$ cat src/rtl/prog_clock_divider.sv
// Multi-channel programmable divider: per-channel 50% square wave plus one-cycle tick.
// Optional build macro PROG_CLKDIV_IMMEDIATE_LOAD_EN: a divisor write restarts the channel at once.
module prog_clock_divider #(
  parameter int NUM_CH      = 4,
  parameter int CNT_W       = 16,
  parameter int DEFAULT_DIV = 5000,
  localparam int CH_W       = (NUM_CH > 1) ? $clog2(NUM_CH) : 1
) (
  input  logic              clk,
  input  logic              rst_n,
  input  logic [NUM_CH-1:0] en,
  input  logic              sync,
  input  logic              wr_en,
  input  logic [CH_W-1:0]   wr_ch,
  input  logic [CNT_W-1:0]  wr_div,
  output logic [NUM_CH-1:0] clk_out,
  output logic [NUM_CH-1:0] tick,
  output logic [NUM_CH-1:0] pend
);

  localparam logic [CNT_W-1:0] DEF_DIV = CNT_W'(DEFAULT_DIV);

  genvar gi;
  generate
    for (gi = 0; gi < NUM_CH; gi++) begin : g_ch
      logic [CNT_W-1:0] cnt_q, cnt_d;
      logic [CNT_W-1:0] act_q, act_d;
      logic [CNT_W-1:0] pnd_q, pnd_d;
      logic             clk_q, clk_d;
      logic             tick_q, tick_d;
      logic             pend_q, pend_d;
      logic             wr_hit;
      logic             term;

      // Channel codes >= NUM_CH match no instance, so such writes fall away.
      assign wr_hit = wr_en && (wr_ch == CH_W'(gi));
      assign term   = en[gi] && (cnt_q == act_q);

      always_comb begin
        cnt_d  = cnt_q;
        clk_d  = clk_q;
        tick_d = 1'b0;
        act_d  = act_q;
        pnd_d  = pnd_q;
        pend_d = pend_q;
        if (sync) begin
          cnt_d  = '0;
          clk_d  = 1'b0;
          pend_d = 1'b0;
          if (wr_hit) begin
            act_d = wr_div;
            pnd_d = wr_div;
          end else if (pend_q) begin
            act_d = pnd_q;
          end
        end else begin
          if (en[gi]) begin
            if (term) begin
              cnt_d  = '0;
              clk_d  = ~clk_q;
              tick_d = 1'b1;
            end else begin
              cnt_d = cnt_q + 1'b1;
            end
          end
`ifdef PROG_CLKDIV_IMMEDIATE_LOAD_EN
          // Restart the interval from the write; the output level is kept.
          if (wr_hit) begin
            cnt_d  = '0;
            clk_d  = clk_q;
            tick_d = 1'b0;
            act_d  = wr_div;
            pnd_d  = wr_div;
          end
          pend_d = 1'b0;
`else
          if (wr_hit && term) begin
            act_d  = wr_div;
            pnd_d  = wr_div;
            pend_d = 1'b0;
          end else if (wr_hit) begin
            pnd_d  = wr_div;
            pend_d = 1'b1;
          end else if (term && pend_q) begin
            act_d  = pnd_q;
            pend_d = 1'b0;
          end
`endif
        end
      end

      always_ff @(posedge clk or negedge rst_n) begin
        if (!rst_n) begin
          cnt_q  <= '0;
          clk_q  <= 1'b0;
          tick_q <= 1'b0;
          act_q  <= DEF_DIV;
          pnd_q  <= DEF_DIV;
          pend_q <= 1'b0;
        end else begin
          cnt_q  <= cnt_d;
          clk_q  <= clk_d;
          tick_q <= tick_d;
          act_q  <= act_d;
          pnd_q  <= pnd_d;
          pend_q <= pend_d;
        end
      end

      assign clk_out[gi] = clk_q;
      assign tick[gi]    = tick_q;
      assign pend[gi]    = pend_q;
    end
  endgenerate

endmodule

$ cat config.mk
export PLATFORM = sky130hd
export DESIGN_NAME = prog_clock_divider
export DESIGN_NICKNAME = d
export VERILOG_FILES = /design/src/rtl/prog_clock_divider.sv
export SDC_FILE = /design/constraint.sdc
export NUM_CORES = 1
export LEC_CHECK = 0
export ABC_CLOCK_PERIOD_IN_PS = 6080
export BUFFER_PORTS_ARGS = -buffer_cell sky130_fd_sc_hd__buf_2
export CAP_MARGIN = 20
export CORE_MARGIN = 10
export CORE_UTILIZATION = 60
export DETAILED_ROUTE_END_ITERATION = 7
export HOLD_SLACK_MARGIN = 0.08
export PLACE_DENSITY_LB_ADDON = 0.2
export SYNTH_ARGS = -nofsm -noshare
export SYNTH_HDL_FRONTEND = slang
export SYNTH_SLANG_ARGS = --single-unit
$ cat constraint.sdc
create_clock -name clk -period 6.08 [get_ports clk]
set_clock_uncertainty 0.05 [all_clocks]
set_input_delay 1.824 -clock clk [delete_from_list [all_inputs] [get_ports clk]]
set_output_delay 1.824 -clock clk [all_outputs]
set_load 0.005 [all_outputs]
# Word-level counts from Yosys, hierarchy flattened

Cells that the tools add are included.

Output and inout port bits: 12
Memory bits (read-only): 0
Logic and storage cells: 176
RAM bits: 0
Bits in latches: 0
Flip-flop bits (word level): 204
Memories: 0
Bits of input ports: 26

Multipliers: 0
Magnitude comparators: 0
Muxes and demuxes: 88
Divide/modulo/power cells: 0
Add/subtract/negate cells: 4
Bitwise gates (word level): 4
Equality and inequality tests: 15
Shift operators: 0
Reduce and logical (&&, ||, !) cells: 41

Operators with widths:

| kind                  | number |
|---|---|
| $mux 16               | 48 |
| $add 16x1->16 const B | 4 |
| $eq 16x16->1          | 4 |
| $mux 1                | 40 |
| $logic_and 1x1->1     | 16 |
| $reduce_bool 2->1     | 8 |
| $reduce_bool 4->1     | 4 |
| $ne 3x1->1 const B    | 4 |
| $ne 3x2->1 const B    | 4 |
| $reduce_and 3->1      | 4 |
| $reduce_bool 3->1     | 4 |
| $reduce_and 2->1      | 4 |
| $eq 2x2->1 const B    | 2 |
| $not 1->1             | 4 |
| $eq 2x1->1 const B    | 1 |
| $logic_not 2->1       | 1 |

# Depth between registers and ports, before layout

Depth in word-level cells: 7
Mapped depth: 9
Depth with buffers taken out: 7

# Least setup slack after synthesis

Ideal clock, no wire load.

Path kind: input -> register
Start: in en[0]
End: reg g_ch[0].act_q[10]
Data arrival time: 3.392 ns
Required time: 5.950 ns
Path buffers: 3
Setup slack: 2.558 ns
Cell stages on the path: 8
Library setup time: 0.080 ns
Path through: buf_2 > o21ai_1 > nor4_4 > a31oi_2 > or3_1 > buf_6 > buf_8 > o211ai_2

Longest elaborated chain between the ends: 4
Elaborated cells between the ends (all ways): 8
Those cells by class: 1 x eq/ne; 2 x mux; 5 x reduce/logical

Ends and longest elaborated chain:

| element                                                      | line   | text |
|---|---|---|
| from (decl)                                                  | 11     | `input logic [NUM_CH-1:0] en,` |
| $logic_and 1x1->1 (*)                                        | 37     | `assign term = en[gi] && (cnt_q == act_q);` |
| $logic_and 1x1->1 (on tied branches)                         | 77, 84 |  |
| $ne 3x2->1 (no source line) (tied with other cells)          | --     |  |
| $reduce_and 3->1 (no source line) or $mux 16 (tied branches) | --     |  |
| to (signal assigned)                                         | 104    | `act_q <= act_d;` |
| to (decl)                                                    | 27     | `logic [CNT_W-1:0] act_q, act_d;` |

Every way passes the cells marked *; elsewhere a longest branch is shown, timed or not.
A chain may end at the register's enable or synchronous reset.

# Worst setup path in the final report

Start: in wr_ch[1]
End: reg g_ch[0].act_q[15]

Longest elaborated chain between the ends: 5
Elaborated cells between the ends (all ways): 10
Those cells by class: 2 x eq/ne; 3 x mux; 5 x reduce/logical

Ends and longest elaborated chain:

| element                                                      | line | text |
|---|---|---|
| from (decl)                                                  | 14   | `input logic [CH_W-1:0] wr_ch,` |
| $logic_not 2->1 (*)                                          | 36   | `assign wr_hit = wr_en && (wr_ch == CH_W'(gi));` |
| $logic_and 1x1->1 (*)                                        | 36   |  |
| $logic_and 1x1->1                                            | 77   | `if (wr_hit && term) begin` |
| $ne 3x2->1 (no source line) (tied with other cells)          | --   |  |
| $reduce_and 3->1 (no source line) or $mux 16 (tied branches) | --   |  |

Marked as above.

==> qor.tcl <==
set qor(p_leak_nw) 4.92
set qor(path_clk_slew_ns) 0.06
set qor(worst-slew-pin-transition_ns) 1.01
set qor(post_cts_buffers) 0
set qor(total_inserted_antenna_cells) 0
set qor(synth_cell_type_count) 60
set qor(power_frac_seq_pct) 46.9
set qor(routabilityCongestion) 0.838
set qor(synth.cells.most_frequent) {dfrtp_1 (164), nor2_1 (75), xnor2_1 (67)}
set qor(gr-total-overflow) 0
set qor(drt-wirelength-per-cell_um) 19.2
set qor(maxSlewViolCount) 0
set qor(drt-total-wl_mm) 23.7
set qor(num-nets-final) 1022
set qor(synth_top_cells_by_area) {dfrtp_1 (39%), dfstp_2 (10%), mux2_2 (6.9%)}
set qor(synth-seq-area-share_pct) 49.3
set qor(synth-compound-area-share_pct) 13.9
set qor(p_switching_w) 0.00106
set qor(grt_pass1_vias) 7563
set qor(setup_viol) 0
set qor(cts_hold_repair.buffers) 0
set qor(syn-mean-instance-area_um2) 10.6
set qor(vdd.ir_drop.worst_uv) 266
set qor(top_level_ports) 38
set qor(total_of_flip_flops_plus_latches_after_synthesis) 204
set qor(startpoint_type_of_the_worst_setup_path) {input pin}
set qor(combinational_family_with_the_most_area_after_synthesis) {compound AO/OA/AOI/OAI gates}
set qor(first_pass_iters) 5
set qor(maxClockFrequency_ghz) 0.279
set qor(critical_path_class) {input pin to flip-flop}
set qor(synth.mux.area_fraction_pct) 9.96
set qor(grt_pass1_wl_mm) 39.5
set qor(placeableCoreArea_mm2) 0.0172
set qor(crit_required_ns) 6.45
set qor(cp_data_arrival_time_ns) 3.95
set qor(clk_latency_ns) 0.51
set qor(floorplan.initialDensity_pct) 60.9
set qor(post-synth-top-count-cell) {dfrtp_1}
set qor(synth-edff-count) 0
set qor(internal_power_w) 0.00277
set qor(grt_setup_unrepaired) {no}
set qor(dpl.hpwl_mm) 15.2
set qor(yosys.area_share.xor_xnor_pct) 9.29
set qor(pwr-share-clk_pct) 35.5
set qor(placement_rows) 48
set qor(synthSimpleGateAreaFrac_pct) 12.8
set qor(cap_violations) 0
set qor(power_density_mw_per_mm2) 335
set qor(yosys_warnings) 0
set qor(syn-instance-count) 983
set qor(share_of_layout_cells_above_drive_strength_1_pct) 21.8
set qor(power_frac_comb_pct) 17.7
set qor(critical_path_fanouts_max) 18
set qor(switching_share_pct) 27.7
set qor(synth_area_mm2) 0.0105
set qor(dieWidth_um) 152
set qor(cts_tree) {yes}
set qor(synth_area_leader_cell) {dfrtp_1}
set qor(clk_path_buf_depth) 3
set qor(slew_headroom_pct) 32.6
set qor(run_status) {complete, no violations}
set qor(h-tree-depth) 1
set qor(drt-initial-drc-count) 525
set qor(route.detailed.vias_per_inst) 6.04
set qor(die_area_mm2) 0.0231
set qor(ys_dominant_reg_cell) {dfrtp_1}
set qor(grt_max_degree) 109
set qor(dieHeight_um) 152
set qor(drtAntennaViolNets) 0
set qor(timing.final.crit_share_pct) 58.9
set qor(drc) 0
set qor(synth.net_count) 1013
set qor(grt_antenna_before_repair) 0
set qor(final_period_minus_worst_setup_slack_ns) 3.58
set qor(endpoint_kind) {flip-flop}
set qor(total_routing_resource_utilization_after_global_routing_pct) 20.1
set qor(final.setup.tns_ns) 0
set qor(layout-area-overhead-vs-synth_pct) 9.60
set qor(synth_top_area_share_pct) 39.2
set qor(post_cts_resize_count) 0
set qor(clock_tree_sinks) 204
set qor(final_setup_slack_of_the_worst_path_ns) 2.50
set qor(synth_async_sr_flop_share_pct) 100
set qor(portBuffers) 37
set qor(hold_path.class) {flip-flop to flip-flop}
set qor(dr_total_vias) 7448
set qor(dp_worst_setup_slack_ns) 1.96
set qor(numCtsBuffers) 23
set qor(cts-root-buf) {clkbuf_16}
set qor(finalHoldViolCount) 0
set qor(yosys.area_share.adder_pct) 0.479
power by group through the flow:
stage | clock network, W | logic [W] | registers [W]
floorplan | 0 | 0.000522 | 0.00176
global route | 0.00143 | 0.000750 | 0.00183
detailed placement | 0 | 0.000675 | 0.00182
finish | 0.00136 | 0.000677 | 0.00180
global placement | 0 | 0.000654 | 0.00181
CTS | 0.00138 | 0.000681 | 0.00180
per-layer routing:
layer	part of all wire [%]	global-route usage [%]	up-vias
met4	2.2	5.27	0
met1	46	27.4	3737
met2	48	33.1	139
li1	-	-	3537
met3	3.3	2.34	35
met5	0	0	-
cell usage in the layout (no fill, tap or decap), types with 4 or more instances in the layout:
cell and n:
dfrtp_1 164, nor2_1 74, xnor2_1 67, mux2_2 64, nand3_1 57, o21ai_0 57
nand2_1 48, xor2_1 42, dfstp_2 40, buf_2 36, a21oi_1 32, mux2i_1 32
inv_1 28, o211ai_1 24, nand4_1 23, clkbuf_16 23, a22o_1 18, o22ai_1 17
a41oi_1 16, a2bb2oi_1 15, o211ai_2 10, nand2b_1 9, buf_4 9, nor3_1 8
and3_1 7, clkbuf_8 7, clkbuf_1 6, nor2b_1 5, a31oi_1 5, or2_2 5
or3_1 5, clkinv_2 5, nand3_2 4, and4_1 4, ha_1 4
stage by stage:
step           power (W)  hold slack [ns]  util, %  cell area (um^2)  instances
2_1_floorplan    0.00228            0.430        -             10500        983
5_1_grt          0.00401            0.466     66.7             11500       1234
3_3_place_gp     0.00247            0.440     62.2             10700       1189
3_5_place_dp     0.00249            0.446     62.3             10700       1191
6_report         0.00384            0.457     66.7             11500       1234
4_1_cts          0.00386            0.459     66.7             11500       1233
registers in the layout, indices dropped and copies added (netlist names):
register     count
g_ch.tick_q      4
g_ch.cnt_q      64
g_ch.pend_q      4
g_ch.act_q      64
g_ch.clk_q       4
g_ch.pnd_q      64
critical path, stage by stage:
cell      delay, ns
buf_2          0.13
nor3b_2        0.58
nor2_1         0.38
or3_1          0.72
o211ai_1       0.30
layout make-up:
| class | instances | area (um^2) |
|---|---|---|
| flip-flops and latches | 204 | 5150 |
| clock inverters | 7 | 63.8 |
| clock buffers | 35 | 681 |
| multi-input cells | 685 | 4870 |
| inverters | 29 | 109 |
| fillers | 1345 | 5720 |
| well taps | 225 | 282 |
| repair buffers | 49 | 304 |
cells by family (layout without fill, tap and decap cells):
logic type      count (synthesis)  count (layout)
flops                         204             204
fa+ha+maj                       4               4
simple gates                  265             265
compound gates                210             210
buf+inv                        94             120
xor+xnor                      110             110
mux                            96              96
worst paths after layout:
path,end,slack (ns),cells past startpoint,from
max in group asynchronous,g_ch[2].act_q[9],3.56,2,rst_n
worst min-delay path,g_ch[3].pnd_q[4],0.46,1,g_ch[3].pnd_q[4]
min in group asynchronous,g_ch[1].cnt_q[2],1.39,1,rst_n
worst max register to register,g_ch[3].act_q[14],3.30,6,g_ch[3].cnt_q[13]
worst max-delay path,g_ch[0].act_q[15],2.50,5,wr_ch[1]
worst min register to register,g_ch[3].pnd_q[4],0.46,1,g_ch[3].pnd_q[4]
Note: power is estimated with default switching activity, not from simulation.
